===== config.mk =====
export PLATFORM = sky130hd
export DESIGN_NAME = qsn_shift_sched_pc15
export DESIGN_NICKNAME = d
export VERILOG_FILES = /design/src/rtl/qsn_shift_sched_pc15.sv
export SDC_FILE = /design/constraint.sdc
export NUM_CORES = 1
export LEC_CHECK = 0
export BUFFER_PORTS_ARGS = -buffer_cell sky130_fd_sc_hd__buf_2
export CORE_ASPECT_RATIO = 2
export CORE_UTILIZATION = 40
export DETAILED_ROUTE_END_ITERATION = 6
export SLEW_MARGIN = 5
export SYNTH_ARGS = -nofsm -noshare
export SYNTH_HDL_FRONTEND = slang
export SYNTH_SLANG_ARGS = --single-unit

===== constraint.sdc =====
create_clock -name sys_clk -period 3.8 [get_ports sys_clk]
set_input_delay 0.76 -clock sys_clk [delete_from_list [all_inputs] [get_ports sys_clk]]
set_output_delay 0.76 -clock sys_clk [all_outputs]
set_load 0.1 [all_outputs]

===== src/rtl/qsn_shift_sched_pc15.sv =====
// ---------------------------------------------------------------------------
// qsn_shift_sched_pc15
// Scheduler/controller for the Pc=15 QSN cyclic shifter (left shifter, right
// shifter and 15-lane merge stage). Two requesters (req0 = VNU side, req1 =
// CNU side) share the network. Requests are arbitrated round-robin and the
// winner locks the network for len+1 beats. Shift amounts and merge select
// are registered at accept and held for the whole burst (and through IDLE).
//
// Optional feature macro: QSN_SCHED_SHIFT_CHECK_EN
//   When defined, an accepted shift >= PC is replaced by 0 and the sticky
//   shift_err output is raised the cycle after that accept.
//
// Ports
//   sys_clk, rstn            clock (rising edge), async active-low reset
//   reqX_valid/shift/len     burst request from requester X (len = beats-1)
//   reqX_ready               request of X accepted this cycle (combinational)
//   left_shift, right_shift  shifter amounts s and (s==0 ? 0 : PC-s)
//   merge_sel                bit i = 1 iff i < PC-1-s
//   net_valid                current beat is valid
//   net_owner                requester owning the current beat
//   net_last                 final beat of the burst
//   busy                     FSM state (1 = BUSY, 0 = IDLE)
//   shift_err                sticky out-of-range shift flag (macro only)
//
// Handshake: a request transfers in the cycle where reqX_valid && reqX_ready.
// ready is offered only in IDLE or in the last beat of a burst, and only to
// the requester that wins arbitration; requesters hold valid and fields
// stable until they see ready.
// ---------------------------------------------------------------------------
module qsn_shift_sched_pc15 #(
    parameter int PC      = 15,
    parameter int SHIFT_W = 4,
    parameter int LEN_W   = 6
) (
    input  logic               sys_clk,
    input  logic               rstn,
    input  logic               req0_valid,
    input  logic [SHIFT_W-1:0] req0_shift,
    input  logic [LEN_W-1:0]   req0_len,
    output logic               req0_ready,
    input  logic               req1_valid,
    input  logic [SHIFT_W-1:0] req1_shift,
    input  logic [LEN_W-1:0]   req1_len,
    output logic               req1_ready,
    output logic [SHIFT_W-1:0] left_shift,
    output logic [SHIFT_W-1:0] right_shift,
    output logic [PC-2:0]      merge_sel,
    output logic               net_valid,
    output logic               net_owner,
    output logic               net_last,
    output logic               busy
`ifdef QSN_SCHED_SHIFT_CHECK_EN
    ,
    output logic               shift_err
`endif
);

    typedef enum logic {
        IDLE = 1'b0,
        BUSY = 1'b1
    } state_t;

    state_t             state;
    state_t             state_nxt;
    logic [LEN_W-1:0]   cnt;
    logic               rr_ptr;

    logic               any_valid;
    logic               grant;
    logic               last_beat;
    logic               accept;
    logic [SHIFT_W-1:0] sel_shift;
    logic [LEN_W-1:0]   sel_len;
    logic [SHIFT_W-1:0] s_eff;
    logic [SHIFT_W-1:0] right_nxt;
    logic [PC-2:0]      merge_nxt;
`ifdef QSN_SCHED_SHIFT_CHECK_EN
    logic               shift_oor;
`endif

    // Arbitration and accept window. A lone requester always wins; on a
    // tie the round-robin pointer decides.
    always_comb begin
        any_valid = req0_valid | req1_valid;
        grant     = (req0_valid && req1_valid) ? rr_ptr : req1_valid;
        last_beat = (state == BUSY) && (cnt == '0);
        accept    = any_valid && ((state == IDLE) || last_beat);
        sel_shift = grant ? req1_shift : req0_shift;
        sel_len   = grant ? req1_len   : req0_len;
    end

    // Effective shift and the derived shifter/merge settings.
    always_comb begin
`ifdef QSN_SCHED_SHIFT_CHECK_EN
        shift_oor = int'(sel_shift) >= PC;
        s_eff     = shift_oor ? '0 : sel_shift;
`else
        s_eff     = sel_shift;
`endif
        right_nxt = (s_eff == '0) ? '0 : SHIFT_W'(PC - int'(s_eff));
        merge_nxt = '0;
        for (int i = 0; i < PC - 1; i++) begin
            merge_nxt[i] = (i + int'(s_eff)) < (PC - 1);
        end
    end

    // FSM: state register
    always_ff @(posedge sys_clk or negedge rstn) begin
        if (!rstn) begin
            state <= IDLE;
        end else begin
            state <= state_nxt;
        end
    end

    // FSM: next state
    always_comb begin
        state_nxt = state;
        case (state)
            IDLE:    if (accept) state_nxt = BUSY;
            BUSY:    if (last_beat && !accept) state_nxt = IDLE;
            default: state_nxt = IDLE;
        endcase
    end

    // FSM: outputs
    always_comb begin
        req0_ready = accept && !grant;
        req1_ready = accept && grant;
        busy       = (state == BUSY);
        net_valid  = (state == BUSY);
        net_last   = last_beat;
    end

    // Burst datapath. The counter loads len at accept (so a back-to-back
    // accept in the last beat reloads it directly) and stops at 0.
    always_ff @(posedge sys_clk or negedge rstn) begin
        if (!rstn) begin
            cnt         <= '0;
            rr_ptr      <= 1'b0;
            left_shift  <= '0;
            right_shift <= '0;
            merge_sel   <= '0;
            net_owner   <= 1'b0;
        end else if (accept) begin
            cnt         <= sel_len;
            rr_ptr      <= ~grant;
            left_shift  <= s_eff;
            right_shift <= right_nxt;
            merge_sel   <= merge_nxt;
            net_owner   <= grant;
        end else if ((state == BUSY) && (cnt != '0)) begin
            cnt <= cnt - LEN_W'(1);
        end
    end

`ifdef QSN_SCHED_SHIFT_CHECK_EN
    always_ff @(posedge sys_clk or negedge rstn) begin
        if (!rstn) begin
            shift_err <= 1'b0;
        end else if (accept && shift_oor) begin
            shift_err <= 1'b1;
        end
    end
`endif

endmodule


* Word-level counts from Yosys, hierarchy flattened *
Cells that the tools add are included.

storage, ports and cells
  register bits after elaboration = 31
  latch bits = 0
  bits in writable memories = 0
  bits in read-only memories = 0
  bits of input ports = 24
  output and inout port bits = 28
  word-level logic and storage cells = 62
  memories = 0

operators by class
  $add $sub $neg = 15
  multipliers = 0
  div/mod/pow operators = 0
  magnitude comparators = 14
  equal/unequal tests = 0
  shift operators = 0
  mux-type cells = 9
  bitwise operators = 3
  reduce and logical (&&, ||, !) cells = 14

operators with widths
  cell                                                        number
  less-than comparator 5 x 4 -> 1 bit, second input constant  13
  adder 4 x 4 -> 5 bit, first input constant                  6
  adder 3 x 4 -> 5 bit, first input constant                  4
  two-way mux 6 bit                                           3
  adder 2 x 4 -> 5 bit, first input constant                  2
  two-way mux 4 bit                                           2
  logical AND 1 bit                                           7
  zero test 6 bit                                             1
  nonzero test 6 bit                                          1
  subtractor 6 x 1 -> 6 bit, second input constant            1
  adder 1 x 4 -> 5 bit, first input constant                  1
  zero test 4 bit                                             1
  less-than comparator 4 bit, second input constant           1
  subtractor 4 bit, first input constant                      1
  two-way mux 1 bit                                           3
  zero test 1 bit                                             2
  inverter 1 bit                                              2
  case mux 1 bit (2 select lines)                             1
  nonzero test 2 bit                                          1
  logical OR 1 bit                                            1
  OR 1 bit                                                    1

* Logic depth before layout (Yosys ltp) *
Gate-level depths: netlist of run 1.

  depth after elaboration = 8
  mapped depth = 10
  gate-level depth less buffers = 10

* Worst setup path after synthesis of run 1 *
OpenSTA, ideal clock, no wires.

  path kind = reg-to-output
  start = register cnt[0]
  end = output req0_ready
  data arrival time = 2.772 ns
  data required time = 3.040 ns
  slack = 0.268 ns
  cell stages (with the launch flop) = 8
  buffers on the path = 1
  cells stage by stage = dfrtp_1 > inv_1 > ha_1 > or4b_4 > o21ai_4 > nand2_4 > buf_2 > nor2_1

between the ends
  longest elaborated chain between the ends = 5

RTL lines
  item                    line  RTL
  from (decl)             65    logic [LEN_W-1:0] cnt;
  from (signal assigned)  146   cnt <= sel_len;
  from (signal assigned)  153   cnt <= cnt - LEN_W'(1);
  zero test 6 bit         86    last_beat = (state == BUSY) && (cnt == '0);
  logical AND 1 bit       86
  logical OR 1 bit        87    accept = any_valid && ((state == IDLE) || last_beat);
  logical AND 1 bit       87
  logical AND 1 bit       128   req0_ready = accept && !grant;
  to (decl)               40    output logic req0_ready,

Every way passes these cells.

* Worst setup path in the final report of run 1 *
  start = register cnt[0]
  end = output req1_ready

between the ends
  longest elaborated chain between the ends = 5

RTL lines
  item               line  RTL
  zero test 6 bit    86
  logical AND 1 bit  86
  logical OR 1 bit   87
  logical AND 1 bit  87
  logical AND 1 bit  129   req1_ready = accept && grant;
  to (decl)          44    output logic req1_ready,

Every way passes these cells.

==> results_dict.tcl, run 1 <==
set metrics [dict create \
    status "finished clean" \
    cts_resized 0 \
    synth_area_sq_um 1856 \
    num_antenna_cells 0 \
    fin_util 0.5077 \
    grtUsageTotal 0.2132 \
    chipWidth_microns 50.16 \
    ys_ff_latch 31 \
    placed_area_sq_um 2137 \
    htreeDepth 2 \
    p_int_uw 855.1 \
    r2r-start "rr_ptr" \
    fin_tns_setup_ns 0 \
    holdPathEnd "merge_sel[2]" \
    r2r_cells 9 \
    vias_per_cell 5.525 \
    finalHoldViolCount 0 \
    ant_nets 0 \
    leakagePower_uw 0.001122 \
    synthToLayoutAreaGrowth_pct 19.89 \
    grt_setup_unrepaired "no" \
    grt.busiest_layer "met2" \
    cp-start-kind "flip-flop" \
    routedWlPerCell_microns 15.48 \
    async_flop_share 1.000 \
    cts_hold_buf 0 \
    peakVddDrop_uv 732.5 \
    clk_pin_slew_ns 0.06 \
    arrival_ns 2.47 \
    antenna_found_initial 0 \
    portBuffers 51 \
    dieArea_sq_um 4932 \
    cp_slowest_cell "or4b_4" \
    met3_usage 0.03894 \
    hold_path_depth 2 \
    crit_buf_inv 2 \
    grt_pass1_vias 1668 \
    finalCritPeriodShare 0.8505 \
    cts_buffers 5 \
    power_density_nw_per_um2 932.1 \
    ys.warnings.count 0 \
    relSlewSlack 0.5474 \
    p_comb_frac 0.601 \
    power_frac_seq 0.275 \
    hold_path.startpoint "merge_sel[2]" \
    synthCells 211 \
    fin_crit_ns 3.232 \
    dpl.hpwl_microns 3779 \
    clk_path_buf_depth 2 \
    clkPwrFrac 0.123 \
    crit_type "reg2out" \
    hold_path.class "reg2reg" \
    cts_tree "built" \
    worstPathRequired_ns 3.04 \
    stdcell_area_sq_um 2225 \
    maxCapViolations 0 \
    final-setup-viol-count 0 \
    synth-edff-count 0 \
    clock_sinks 31 \
    ys.flop_type "dfrtp_1" \
    r2r_slack_ns 1.05 \
    io_pins 52 \
    seq_area_frac_synth 0.4181 \
    drt_iter0_markers 51 \
    use_met1 0.2170 \
    synth.distinct_cells 49 \
    switchingPower_uw 1218 \
    r2r_end "merge_sel[5]" \
    p_sw_frac 0.5876 \
    routed_wl_microns 4860 \
    nets 288 \
    worst_setup_path_end_kind "output pin" \
    nFillCells 463 \
    multi_input_area_sq_um 978.4 \
    total_power_uw 2074 \
    groute.layer.met2.usage 0.3928 \
    clockRootBuffer "clkbuf_8" \
    final_max_slew_viol_count 0 \
    achievable-frequency_mhz 309.4 \
    worst_slew_pin_slew_ns 0.6788 \
    yosysMostFrequentCell "nand2_1" \
    core-area_sq_um 4382 \
    post-cts-setup-buffers 0 \
    fp-row-count 34 \
    gp_congestion 0.9382 \
    synth_fp_nets 239 \
    avgSynthCellArea_sq_um 8.794 \
    start_util 0.4235 \
    drive_gt1_frac 0.2615 \
    yosys.area.top_type_share 0.4181 \
    clk_latency_ns 0.28 \
    grt_first_pass_wirelength_microns 7838 \
    grt_overflow 0 \
    yosys-top-cells-area "dfrtp_1, nand2_1, nor2_1" \
    drc 0 \
    regArea_sq_um 775.7 \
    vias 1735 \
    dr.pass1.iters 5 \
    path_cells "inv_1, ha_1, or4b_4, o21a_1, nor2_1, buf_2" \
    clock_skew_ns 0.001557 \
    die_h_microns 98.32 \
    crit_fanout 10 \
    grt_start_max_net_pins 38 \
    synth_top_cell_by_area "dfrtp_1" \
    max_stage_delay_ns 0.48 \
    critical_path.top_delay_family "simple AND/OR/NAND/NOR gates" \
    synth_top_cells_by_count "nand2_1, dfrtp_1, nor2_1" \
]
metal layers:
layer  wire length, microns  vias to the layer above
met4                    163                        0
met5                      0                        -
met3                    216                       13
met2                   2744                       59
li1                       -                      852
met1                   1736                      811
layout by cell type, fill, tap and decap left out, types with 3 or more instances in the layout:
master    netlist  final
o21ai_0        16     16
and2_1          3      3
a21o_1          6      6
a311oi_1        3      3
buf_4           1      3
mux2i_1         6      6
nor3_1          4      4
inv_1          10     10
nand2_1        32     32
buf_2           6     51
nor2_1         24     24
ha_1            4      4
o31ai_1         3      3
a31oi_1         6      6
dfrtp_1        31     31
a21oi_1         6      6
clkbuf_8        0      6
nand3_1         5      5
worst max-delay path by stage:
| stage | cells after the start | to | startpoint |
|---|---|---|---|
| floorplan | 7 | req0_ready | cnt[0] |
| global placement | 10 | merge_sel[5] | req0_valid |
| detailed placement | 10 | merge_sel[5] | req0_valid |
| CTS | 7 | req0_ready | cnt[0] |
| global route | 7 | req0_ready | cnt[0] |
| finish | 6 | req1_ready | cnt[0] |
stage by stage:
stage                     std cells  setup WS [ns]  hold slack, ns
after CTS                       314         0.5605          0.4760
after floorplan                 211         0.2677          0.4574
after global routing            314         0.4286          0.5013
after detailed placement        307         0.6156          0.4593
after global placement          307         0.6295          0.4573
final                           314         0.5681          0.4679
tightest hold or removal path: stages (launching register included):
cell     delay, ns
dfrtp_1       0.33
nand2_1       0.05
nand2_1       0.06
area by class of cell:
class,count,share of cell area
clock buffer,6,0.03712
clock inverter,1,0.002250
inverter,10,0.01687
multi-input combinational,158,0.4398
sequential,31,0.3487
tap,54,0.03037
timing repair buffer,54,0.1249
state kept, by name, summed over array words and instances (netlist names):
register / count
busy: 1
net_owner: 1
rr_ptr: 1
right_shift: 4
merge_sel: 14
cnt: 6
left_shift: 4
kinds of logic (layout without fill, tap and decap cells):
logic type                 Yosys count  after routing  synth area share
AOI/OAI and AO/OA                   59             59            0.2198
adders and majority gates            4              4           0.02697
xor gates and xnor gates             3              3           0.01416
muxes                                9              9           0.05057
buffers and inverters               22             71           0.05462
and+or+nand+nor                     83             83            0.2158
DFF                                 31             31            0.4181
power groups by stage:
| stage | clock network (uW) | logic [uW] | registers, uW |
|---|---|---|---|
| floorplan | 0 | 325 | 1270 |
| global placement | 0 | 1250 | 576 |
| detailed placement | 0 | 1260 | 578 |
| CTS | 264 | 1260 | 571 |
| global route | 277 | 1310 | 587 |
| finish | 256 | 1250 | 570 |
No activity file was read; power rests on OpenSTA's default activity.
==> run 2, diff against run 1 <==
--- a/config.mk
+++ b/config.mk
@@ -6,7 +6,7 @@
 export NUM_CORES = 1
 export LEC_CHECK = 0
 export BUFFER_PORTS_ARGS = -buffer_cell sky130_fd_sc_hd__buf_2
-export CORE_ASPECT_RATIO = 2
+export CORE_ASPECT_RATIO = 0.6
 export CORE_UTILIZATION = 40
 export DETAILED_ROUTE_END_ITERATION = 6
 export SLEW_MARGIN = 5
==> constraint.sdc (replaced) <==
create_clock -name sys_clk -period 3.8 [get_ports sys_clk]
set_input_delay 0.57 -clock sys_clk [delete_from_list [all_inputs] [get_ports sys_clk]]
set_output_delay 0.57 -clock sys_clk [all_outputs]
set_load 0.1 [all_outputs]
==> results_dict.tcl, run 2 (same netlist as run 1, synthesis figures left out) <==
set metrics [dict create \
    routed_wl_microns 4734 \
    mostFrequentLayoutCells "buf_2, nand2_1, dfrtp_1, nor2_1, o21ai_0" \
    hold_slack_ns 0.3166 \
    clock_skew_ns 0.005185 \
    stdcell_area_sq_um 2255 \
    portBuffers 51 \
    dieArea_sq_um 4924 \
    power_density_nw_per_um2 952.8 \
    antenna_found_initial 0 \
    clock_sinks 31 \
    vias_per_cell 5.328 \
    gp_congestion 0.8287 \
    ant_nets 0 \
    top_register "merge_sel" \
    grt_first_pass_wirelength_microns 7672 \
    fin_util 0.5269 \
    grt_overflow 0 \
    crit_fanout 10 \
    final_common_cell "buf_2" \
    chipWidth_microns 89.93 \
    arrival_ns 2.50 \
    crit_type "reg2out" \
    num_antenna_cells 0 \
    routedWlPerCell_microns 14.79 \
    crit_buf_inv 2 \
    clk_pin_slew_ns 0.07 \
    cts_buffers 5 \
    drive_gt1_frac 0.2615 \
    placed_area_sq_um 2137 \
    path_cells "inv_1, ha_1, or4b_4, o21a_1, nor2_1, buf_2" \
    core-area_sq_um 4279 \
    multi_input_area_sq_um 978.4 \
    nFillCells 431 \
    worst_setup_path_end_kind "output pin" \
    die_h_microns 54.76 \
    fp-row-count 18 \
    leakagePower_uw 0.001132 \
    relSlewSlack 0.5452 \
    dpl.hpwl_microns 3528 \
    top_regs "merge_sel: 14 flops, cnt: 6 flops" \
    vias 1705 \
    start_util 0.4336 \
    final_max_slew_viol_count 0 \
    cts_resized 0 \
    drt_iter0_markers 51 \
    clk_latency_ns 0.29 \
    cp-start-kind "flip-flop" \
    met3_usage 0.05694 \
    grt.busiest_layer "met1" \
    nets 287 \
    worstPathRequired_ns 3.23 \
    grt_pass1_vias 1450 \
    achievable-frequency_mhz 325.6 \
    largest_reg_flops 14 \
    cts_hold_buf 0 \
    fin_crit_ns 3.071 \
    critical_path.top_delay_family "simple AND/OR/NAND/NOR gates" \
    cp_slowest_cell "or4b_4" \
    hold_path.class "in2async" \
    use_met1 0.3237 \
    finalHoldViolCount 0 \
    final-setup-viol-count 0 \
    worst_slew_pin_slew_ns 0.6823 \
    clk_path_buf_depth 2 \
    grt_setup_unrepaired "no" \
    grtUsageTotal 0.2122 \
    io_pins 52 \
    peakVddDrop_uv 661.5 \
    grt_start_max_net_pins 38 \
    groute.layer.met2.usage 0.2756 \
    finalCritPeriodShare 0.8082 \
    post-cts-setup-buffers 0 \
    max_stage_delay_ns 0.49 \
    regArea_sq_um 775.7 \
    drc 0 \
    cts_tree "built" \
    htreeDepth 2 \
    fin_tns_setup_ns 0 \
    clockRootBuffer "clkbuf_8" \
    maxCapViolations 0 \
    synthToLayoutAreaGrowth_pct 21.51 \
    status "finished clean" \
    dr.pass1.iters 4 \
]
run 2: changes by cell type in the layout (fill, tap and decap cells not counted):
cell,before,now
bufinv_16,0,1
buf_4,3,2
run 2: layout make-up:
cell class,count,share of cell area
clock inverters,2,0.01554
flip-flops and latches,31,0.3441
well taps,60,0.03330
repair buffers,53,0.1199
clock buffers,6,0.03663
inverters,10,0.01665
multi-input cells,158,0.4340
run 2: path summary, 6_finish.rpt:
| check | cells past startpoint | slack (ns) | end | startpoint |
|---|---|---|---|---|
| max | 6 | 0.73 | req1_ready | cnt[0] |
| min | 1 | 0.32 | left_shift[2] | rstn |
| max reg2reg | 9 | 1.09 | merge_sel[5] | rr_ptr |
| min reg2reg | 2 | 0.47 | left_shift[2] | left_shift[2] |
| max in group asynchronous | 1 | 3.04 | cnt[2] | rstn |
| min in group sys_clk | 2 | 0.47 | left_shift[2] | left_shift[2] |
run 2: power by group:
part / total, uW / switching (uW) / internal (uW)
clock network: 337 / 125 / 212
logic: 1240 / 1000 / 244
registers: 567 / 99.8 / 468
run 2: worst reg2reg max path: stages, from the launching register on:
cell and delay [ns]:
dfrtp_1 0.38, nand2b_1 0.19, nand2_1 0.12, mux2i_1 0.39, inv_1 0.15, ha_1 0.39
nor2b_1 0.33, nor4b_1 0.30, a211oi_1 0.08, a32o_1 0.27
run 2: per-stage QoR:
step / instances / setup slack, ns / power [uW]
2_1_floorplan: 211 / 0.4577 / 1599
3_3_place_gp: 312 / 1.013 / 1810
3_5_place_dp: 312 / 0.9252 / 1817
4_1_cts: 320 / 0.7034 / 2157
5_1_grt: 320 / 0.5552 / 2261
6_report: 320 / 0.7287 / 2148
run 2: routing by layer:
| metal | wire length [microns] | vias up |
|---|---|---|
| met2 | 1717 | 58 |
| met1 | 2646 | 796 |
| li1 | - | 843 |
| met4 | 65 | 0 |
| met3 | 304 | 8 |
| met5 | 0 | - |
==> run 3, diff against run 2 <==
==> constraint.sdc (replaced) <==
create_clock -name sys_clk -period 3.2 [get_ports sys_clk]
set_input_delay 0.48 -clock sys_clk [delete_from_list [all_inputs] [get_ports sys_clk]]
set_output_delay 0.48 -clock sys_clk [all_outputs]
set_load 0.1 [all_outputs]
==> results_dict.tcl, run 3 (same netlist as run 1, synthesis figures left out) <==
set metrics [dict create \
    status "finished clean" \
    worst_setup_path_end_kind "output pin" \
    fin_crit_ns 2.751 \
    grt_first_pass_wirelength_microns 7983 \
    fin_tns_setup_ns 0 \
    clk_pin_slew_ns 0.07 \
    r2r_slack_ns 0.60 \
    stdcell_area_sq_um 2280 \
    leakagePower_uw 0.001144 \
    grt_pass1_vias 1506 \
    hold_path.class "in2async" \
    worstPathRequired_ns 2.72 \
    achievable-frequency_mhz 363.5 \
    portBuffers 51 \
    final_max_slew_viol_count 0 \
    clockRootBuffer "clkbuf_8" \
    clk_latency_ns 0.28 \
    crit_fanout 3 \
    num_antenna_cells 0 \
    cts_hold_buf 0 \
    clock_sinks 31 \
    cts_buffers 5 \
    largest_reg_flops 14 \
    placed_area_sq_um 2162 \
    final_common_cell "buf_2" \
    grtUsageTotal 0.2151 \
    routed_wl_microns 4705 \
    worst_slack_ns 0.4492 \
    dieArea_sq_um 4924 \
    drc 0 \
    chipWidth_microns 89.93 \
    final-setup-viol-count 0 \
    mostFrequentLayoutCells "buf_2, nand2_1, dfrtp_1, nor2_1, o21ai_0" \
    total_power_uw 2563 \
    vias_per_cell 5.282 \
    cts_tree "built" \
    cp-start-kind "flip-flop" \
    maxCapViolations 0 \
    relSlewSlack 0.5291 \
    clock_skew_ns 0.008159 \
    antenna_found_initial 0 \
    top_register "merge_sel" \
    vias 1706 \
    hold_slack_ns 0.2396 \
    ant_nets 0 \
    drt_iter0_markers 81 \
    htreeDepth 2 \
    drive_gt1_frac 0.2738 \
    cts_resized 0 \
    nets 290 \
    dpl.hpwl_microns 3537 \
    io_pins 52 \
    grt_setup_unrepaired "no" \
    post-cts-setup-buffers 0 \
    power_density_nw_per_um2 1124 \
    arrival_ns 2.27 \
    r2r_end "merge_sel[5]" \
    clk_path_buf_depth 2 \
    pre_cts_ws_ns 0.5108 \
    start_util 0.4336 \
    top_regs "merge_sel: 14 flops, cnt: 6 flops" \
    peakVddDrop_uv 504.6 \
    r2r-start "rr_ptr" \
    core-area_sq_um 4279 \
    r2r_cells 9 \
    grt_start_max_net_pins 37 \
    grt_overflow 0 \
    crit_type "reg2out" \
    routedWlPerCell_microns 14.57 \
    synthToLayoutAreaGrowth_pct 22.86 \
    dr.pass1.iters 4 \
    gp_congestion 0.8392 \
    finalCritPeriodShare 0.8596 \
    die_h_microns 54.76 \
    worst_slew_pin_slew_ns 0.7063 \
    finalHoldViolCount 0 \
    fp-row-count 18 \
]
-- run 3: changes by cell type in the layout (fill, tap and decap cells not counted) --
cell	before	now
buf_4	2	5
nor2_1	24	23
nor2_2	0	1
-- run 3: per-stage QoR --
| step | utilization | std cells |
|---|---|---|
| after floorplan | - | 211 |
| after global placement | 0.5053 | 315 |
| after detailed placement | 0.5053 | 315 |
| after CTS | 0.5327 | 323 |
| after global routing | 0.5327 | 323 |
| final | 0.5327 | 323 |
-- run 3: worst max-delay path by stage --
stage	from	to	slack, ns	cells after the start
floorplan	cnt[0]	req1_ready	0.002	6
global placement	req0_valid	merge_sel[5]	0.58	10
detailed placement	req0_valid	merge_sel[5]	0.51	10
CTS	cnt[0]	req1_ready	0.43	6
global route	cnt[0]	req1_ready	0.30	6
finish	cnt[0]	req1_ready	0.45	6
-- run 3: layer usage --
metal  part of all wire  routed length (microns)  up-vias  global-route usage
met5                  0                        0        -                   0
met4             0.0053                       25        0             0.06183
met3              0.070                      327        5             0.05417
met2               0.37                     1726       57              0.2872
met1               0.56                     2625      790              0.3322
li1                   -                        -      854                   -
-- run 3: worst max-delay path: stages, from the launching register on --
cell,delay (ns)
dfrtp_1,0.40
inv_1,0.10
ha_1,0.15
or4b_4,0.49
o21a_1,0.20
nor2_1,0.19
buf_2,0.47
-- run 3: area by class of cell --
cell class              instances  area, sq um
fillers                       421         1999
repair buffers                 56        292.8
clock buffers                   6        82.58
flip-flops and latches         31        775.7
clock inverters                 2        35.03
well taps                      60        75.07
multi-input cells             158        980.9
inverters                      10        37.54
-- run 3: power by group --
| part | switching (uW) | internal [uW] | leakage [uW] | total, uW |
|---|---|---|---|---|
| Clock | 153 | 252 | 0.0000612 | 405 |
| Sequential | 118 | 555 | 0.000388 | 673 |
| Combinational | 1190 | 296 | 0.000696 | 1490 |
| Total | 1460 | 1100 | 0.00114 | 2560 |
